File: src/rtl/fetch_pkg.sv
// fetch_pkg: shared types and constants for the instruction fetch server.
//   fetch_state_t   : top-level FSM states
//   FETCH_HALT_WORD : default encoding recognised as an in-band HALT
//   FETCH_NOP       : canonical no-op encoding
package fetch_pkg;

  typedef enum logic [1:0] {
    IDLE   = 2'd0,
    RUN    = 2'd1,
    HALTED = 2'd2,
    FAULT  = 2'd3
  } fetch_state_t;

  localparam logic [31:0] FETCH_HALT_WORD = 32'h0000_007F;
  localparam logic [31:0] FETCH_NOP       = 32'h0000_0013;

endpackage

File: src/rtl/imem_sp.sv
// imem_sp: DEPTH x XLEN instruction RAM, one write port and one synchronous
// read port.
//   clk, rst : clock; rst clears only the read-data register, never the array
//   we/waddr/wdata : write port
//   re/raddr       : read enable and index; rdata updates only when re=1
//   rdata          : registered read data, doubles as the fetch output word
module imem_sp
  import fetch_pkg::*;
#(
  parameter int XLEN  = 32,
  parameter int DEPTH = 64,
  localparam int AW   = $clog2(DEPTH)
) (
  input  logic            clk,
  input  logic            rst,
  input  logic            we,
  input  logic [AW-1:0]   waddr,
  input  logic [XLEN-1:0] wdata,
  input  logic            re,
  input  logic [AW-1:0]   raddr,
  output logic [XLEN-1:0] rdata
);

  logic [XLEN-1:0] mem [DEPTH];

  always_ff @(posedge clk) begin
    if (we) begin
      mem[waddr] <= wdata;
    end
  end

  // Holding rdata when re=0 is what keeps the presented instruction stable
  // across stalls, bubbles and the terminal states.
  always_ff @(posedge clk) begin
    if (rst) begin
      rdata <= '0;
    end else if (re) begin
      rdata <= mem[raddr];
    end
  end

endmodule

File: src/rtl/fetch_server.sv
// fetch_server: run-time loadable instruction RAM with a registered fetch
// stage presenting {instruction, PC, nextPC} through a valid/ready handshake.
//   clk, rst            : clock, synchronous active-high reset
//   start, hlt          : leave IDLE / external halt request
//   jump, next          : redirect fetch to absolute word address next
//   out_ready           : downstream accepts the presented instruction
//   load_en/addr/data   : RAM write port, honoured only in IDLE
//   instruction, PC, nextPC, instr_valid : presented fetch result
//   halted, fault       : state is HALTED / FAULT
//
// state  | meaning
// -------+-------------------------------------------------------------
// IDLE   | RAM loadable, nothing presented, waiting for start
// RUN    | fetching one word per advance, jump/halt/fault evaluated
// HALTED | stopped by hlt or accepted HALT_WORD; outputs frozen until rst
// FAULT  | fetch address fell outside the RAM; sticky until rst
module fetch_server
  import fetch_pkg::*;
#(
  parameter int              XLEN        = 32,
  parameter int              DEPTH       = 64,
  parameter int unsigned     RESET_PC    = 0,
  parameter logic [XLEN-1:0] HALT_WORD   = XLEN'(FETCH_HALT_WORD),
  parameter bit              HALT_DETECT = 1'b1,
  localparam int             AW          = $clog2(DEPTH)
) (
  input  logic            clk,
  input  logic            rst,
  input  logic            start,
  input  logic            hlt,
  input  logic            jump,
  input  logic [XLEN-1:0] next,
  input  logic            out_ready,
  input  logic            load_en,
  input  logic [AW-1:0]   load_addr,
  input  logic [XLEN-1:0] load_data,
  output logic [XLEN-1:0] instruction,
  output logic            instr_valid,
  output logic [XLEN-1:0] PC,
  output logic [XLEN-1:0] nextPC,
  output logic            halted,
  output logic            fault
);

  localparam logic [XLEN-1:0] PC_INIT   = XLEN'(RESET_PC);
  localparam logic [XLEN-1:0] DEPTH_LIM = XLEN'(DEPTH);
  localparam logic [XLEN-1:0] ONE       = XLEN'(1);

  fetch_state_t    state_q, state_d;
  logic [XLEN-1:0] fetch_pc;

  logic advance;
  logic out_of_range;
  logic halt_seen;
  logic rd_en;
  logic wr_en;
  logic redirect;
  logic drop_valid;

  assign advance      = !instr_valid || out_ready;
  // Full-width compare so a jump far past the RAM can never alias back in.
  assign out_of_range = (fetch_pc >= DEPTH_LIM);
  assign halt_seen    = HALT_DETECT && instr_valid && out_ready
                        && (instruction == HALT_WORD);

  always_ff @(posedge clk) begin
    if (rst) begin
      state_q <= IDLE;
    end else begin
      state_q <= state_d;
    end
  end

  // Priority inside RUN: fault > halt > jump > advance.
  always_comb begin
    state_d    = state_q;
    rd_en      = 1'b0;
    wr_en      = 1'b0;
    redirect   = 1'b0;
    drop_valid = 1'b0;
    case (state_q)
      IDLE: begin
        wr_en = load_en;
        if (start) begin
          state_d = RUN;
        end
      end
      RUN: begin
        if (advance && out_of_range) begin
          state_d    = FAULT;
          drop_valid = 1'b1;
        end else if (hlt || halt_seen) begin
          state_d    = HALTED;
          drop_valid = 1'b1;
        end else if (jump) begin
          redirect = 1'b1;
        end else if (advance) begin
          rd_en = 1'b1;
        end
      end
      default: begin
        state_d = state_q;
      end
    endcase
  end

  // A redirect clears valid and skips the read, which kills the in-flight
  // word and leaves exactly one bubble before the target is presented.
  always_ff @(posedge clk) begin
    if (rst) begin
      fetch_pc    <= PC_INIT;
      PC          <= PC_INIT;
      nextPC      <= PC_INIT + ONE;
      instr_valid <= 1'b0;
    end else if (redirect) begin
      fetch_pc    <= next;
      instr_valid <= 1'b0;
    end else if (rd_en) begin
      fetch_pc    <= fetch_pc + ONE;
      PC          <= fetch_pc;
      nextPC      <= fetch_pc + ONE;
      instr_valid <= 1'b1;
    end else if (drop_valid) begin
      instr_valid <= 1'b0;
    end
  end

  imem_sp #(
    .XLEN  (XLEN),
    .DEPTH (DEPTH)
  ) u_imem (
    .clk   (clk),
    .rst   (rst),
    .we    (wr_en),
    .waddr (load_addr),
    .wdata (load_data),
    .re    (rd_en),
    .raddr (fetch_pc[AW-1:0]),
    .rdata (instruction)
  );

  assign halted = (state_q == HALTED);
  assign fault  = (state_q == FAULT);

endmodule

File: config.mk
export PLATFORM = sky130hd
export DESIGN_NAME = fetch_server
export DESIGN_NICKNAME = d
export VERILOG_FILES = /design/src/rtl/fetch_pkg.sv /design/src/rtl/imem_sp.sv /design/src/rtl/fetch_server.sv
export SDC_FILE = /design/constraint.sdc
export NUM_CORES = 2
export LEC_CHECK = 0
export CAP_MARGIN = 20
export CORE_MARGIN = 5
export CORE_UTILIZATION = 50
export DETAILED_ROUTE_END_ITERATION = 12
export PLACE_DENSITY = 0.65
export SYNTH_ARGS = -nofsm -noshare
export SYNTH_HDL_FRONTEND = slang
export SYNTH_SLANG_ARGS = --single-unit
File: constraint.sdc
create_clock -name clk -period 3.7 [get_ports clk]
set_clock_uncertainty 0.05 [all_clocks]
set_input_delay 0.74 -clock clk [delete_from_list [all_inputs] [get_ports clk]]
set_output_delay 0.74 -clock clk [all_outputs]
set_load 0.01 [all_outputs]
==> results.toml <==
[synth]
synthTopCellsByArea = "edfxtp_1 74%, mux4_2 11%, mux2i_1 3.3%"
ys_ff_latch = 2179
synth_top_cell_by_area = "edfxtp_1"
synth_edf_count = 2048
synth_area_mm2 = 0.08310
syn_nets = 4127
syn_inst = 4048
ys.flop_type = "edfxtp_1"
synthTopCellsByCount = "2048 x edfxtp_1, 410 x mux4_2, 277 x mux2i_1, 141 x a22oi_1, 141 x nor2_1"
yosysSeqAreaShare_pct = 77.16
yosysMostFrequentCell = "edfxtp_1"
synth_cell_types = 56
yosysWarnings = 0
syn_area_per_cell_um2 = 20.53
synthArstFlopShare_pct = 0
synth_top_cell_area_share_pct = 74.01

[floorplan]
core-area_mm2 = 0.1652
die_area_mm2 = 0.1744
row_count = 149
io_pins = 176
fp.dieW_um = 417.7
start_util_pct = 50.31
die_y_um = 417.7

[sta]
rsz0062_at_grt = "no"
setup_viol = 0
fmax_mhz = 315.1
whs_ns = 0.1638
slew_headroom_pct = 32.03
min_period_ns = 3.173
slew_viol_final = 0
fin_crit_sh_pct = 85.77
hold_viol = 0
fin_ws_ns = 0.5266
worst_pin_slew_ns = 1.020
setup_tns_ns = 0

[clock_network]
cts.sink_count = 2179
cts_resized = 0
path_clk_slew_ns = 0.06
root_buffer = "clkbuf_16"
clk_latency_ns = 0.82
cts_tree = "done"
cts-hold-fix-buffers = 0
h-tree-depth = 4
cts-buffers-inserted = 208
clockBufferDepth = 3
post_cts.repair.setup_buffers = 0

[global_routing]
grt_overflow = 0
antenna_found_initial = 26
grt_max_degree = 83
grtUsageTotal_pct = 25.86
grt_pass1_vias = 42950
grt_pass1_wl_um = 320500

[job]
maxCapViolations = 0

[setup_path]
path_cells = "nor4_1, buf_4, and3_1, a31oi_2, and3_1, nor2_2, buf_4, and2_1"
crit_slowest_cell = "nor4_1"
worst-path-max-fanout = 51
cp-start-kind = "flop"
worstSetupPathType = "reg -> reg"
crit_path_end_kind = "flop"
crit_required_ns = 4.41
critical_path.max_stage_delay_ns = 0.80
worstPathArrival_ns = 3.88

[route]
routedWlPerCell_um = 33.02
postRouteAntennaNets = 0
via_per_inst = 6.349
drt_drc_violations_left = 0
vias = 43560
drt_iter0_markers = 6151
dr.pass1.iters = 5
routed_wl_um = 226600

[pwr]
total_power_mw = 51.40
p_per_area_mw_per_mm2 = 529.4
vdd_ir_drop_max_mv = 0.4620
power_leakage_nw = 29.82

[layout]
synthToLayoutAreaGrowth_pct = 16.84
layout-drive-gt1-share_pct = 24.02
fin_nets = 4566
design_area_mm2 = 0.09709

[placed_design]
dpl_cell_area_mm2 = 0.08991
io_buffers = 175
place_congestion = 0.8545
dp_hpwl_um = 132700
pre_cts_slack_ns = 0.4267

[hold_path]
min_path_type = "in -> reg"

[outcome]
outcome = "finished clean"
layer usage:
layer / share of wire (%) / GRT usage [%]
met1: 39 / 36.29
met3: 9.8 / 5.253
met5: 0.030 / 0
met4: 3.9 / 10.06
met2: 47 / 40.54
state kept, by name, indices dropped and copies added, names as in the netlist:
name,count
nextPC,32
state_q,2
fetch_pc,32
PC,32
u_imem.mem,2048
u_imem.rdata,32
instr_valid,1
layout by cell type, fill, tap and decap left out, drive strengths merged, types with 8 or more instances in the layout:
master,count
edfxtp,2048
mux4,410
buf,325
clkbuf,293
mux2i,277
clkdlybuf4s50,142
a22oi,141
nor2,141
dfxtp,131
nand2,113
nand3,88
a21oi,81
clkinv,73
and2,58
o2111ai,56
o221ai,52
o22ai,25
o21ai,22
a211oi,16
nor3,15
bufinv,14
a21o,13
nor2b,13
inv,13
a221oi,12
nor4,12
diode,10
a31oi,8
per-stage QoR:
stage               util (%)  std cells
finish                 58.78       6862
global route           58.77       6858
detailed placement     54.43       6441
floorplan                  -       4048
CTS                    58.45       6827
global placement       54.41       6439
power breakdown:
group	internal (mW)	switching, mW
clock	11.9	8.85
sequential	27.1	0.125
combinational	1.47	1.99
total	40.4	11.0
area by class of cell:
class                      instances  area (um2)
fill                           11920       68080
sequential                      2179       64140
multi-input combinational       1622       18150
clock buffer                     293        5827
timing repair buffer             467        5371
tap                             2189        2739
clock inverter                    93       812.0
inverter                           9       33.78
antenna                           10       25.02
cells by family (layout without fill, tap and decap cells):
group | after synthesis | in the layout | share of synthesized area, %
mux | 691 | 691 | 14.50
simple gates | 477 | 477 | 2.724
fa+ha+maj | 2 | 2 | 0.03011
flops | 2179 | 2179 | 77.16
buf+inv | 247 | 862 | 1.638
compound gates | 446 | 446 | 3.879
xor+xnor | 6 | 6 | 0.06324
other cells | 0 | 10 | 0
worst paths after layout:
kind | start | end | slack [ns] | cells after the start
max | u_imem.rdata[9]$_SDFFE_PP0P_ | nextPC[23]$_SDFFE_PP0P_ | 0.53 | 8
min reg2reg | nextPC[19]$_SDFFE_PP0P_ | nextPC[19]$_SDFFE_PP0P_ | 0.41 | 1
max reg2reg | u_imem.rdata[9]$_SDFFE_PP0P_ | nextPC[23]$_SDFFE_PP0P_ | 0.53 | 8
min | load_data[11] | u_imem.mem[37][11]$_DFFE_PP_ | 0.16 | 1
critical path: cells and delay by family (launching register included):
kind,cells,cell delay [ns]
compound gates,1,0.22
simple gates,5,1.73
flops,1,0.44
buf+inv,2,0.65
No activity file was read; power rests on OpenSTA's default activity.
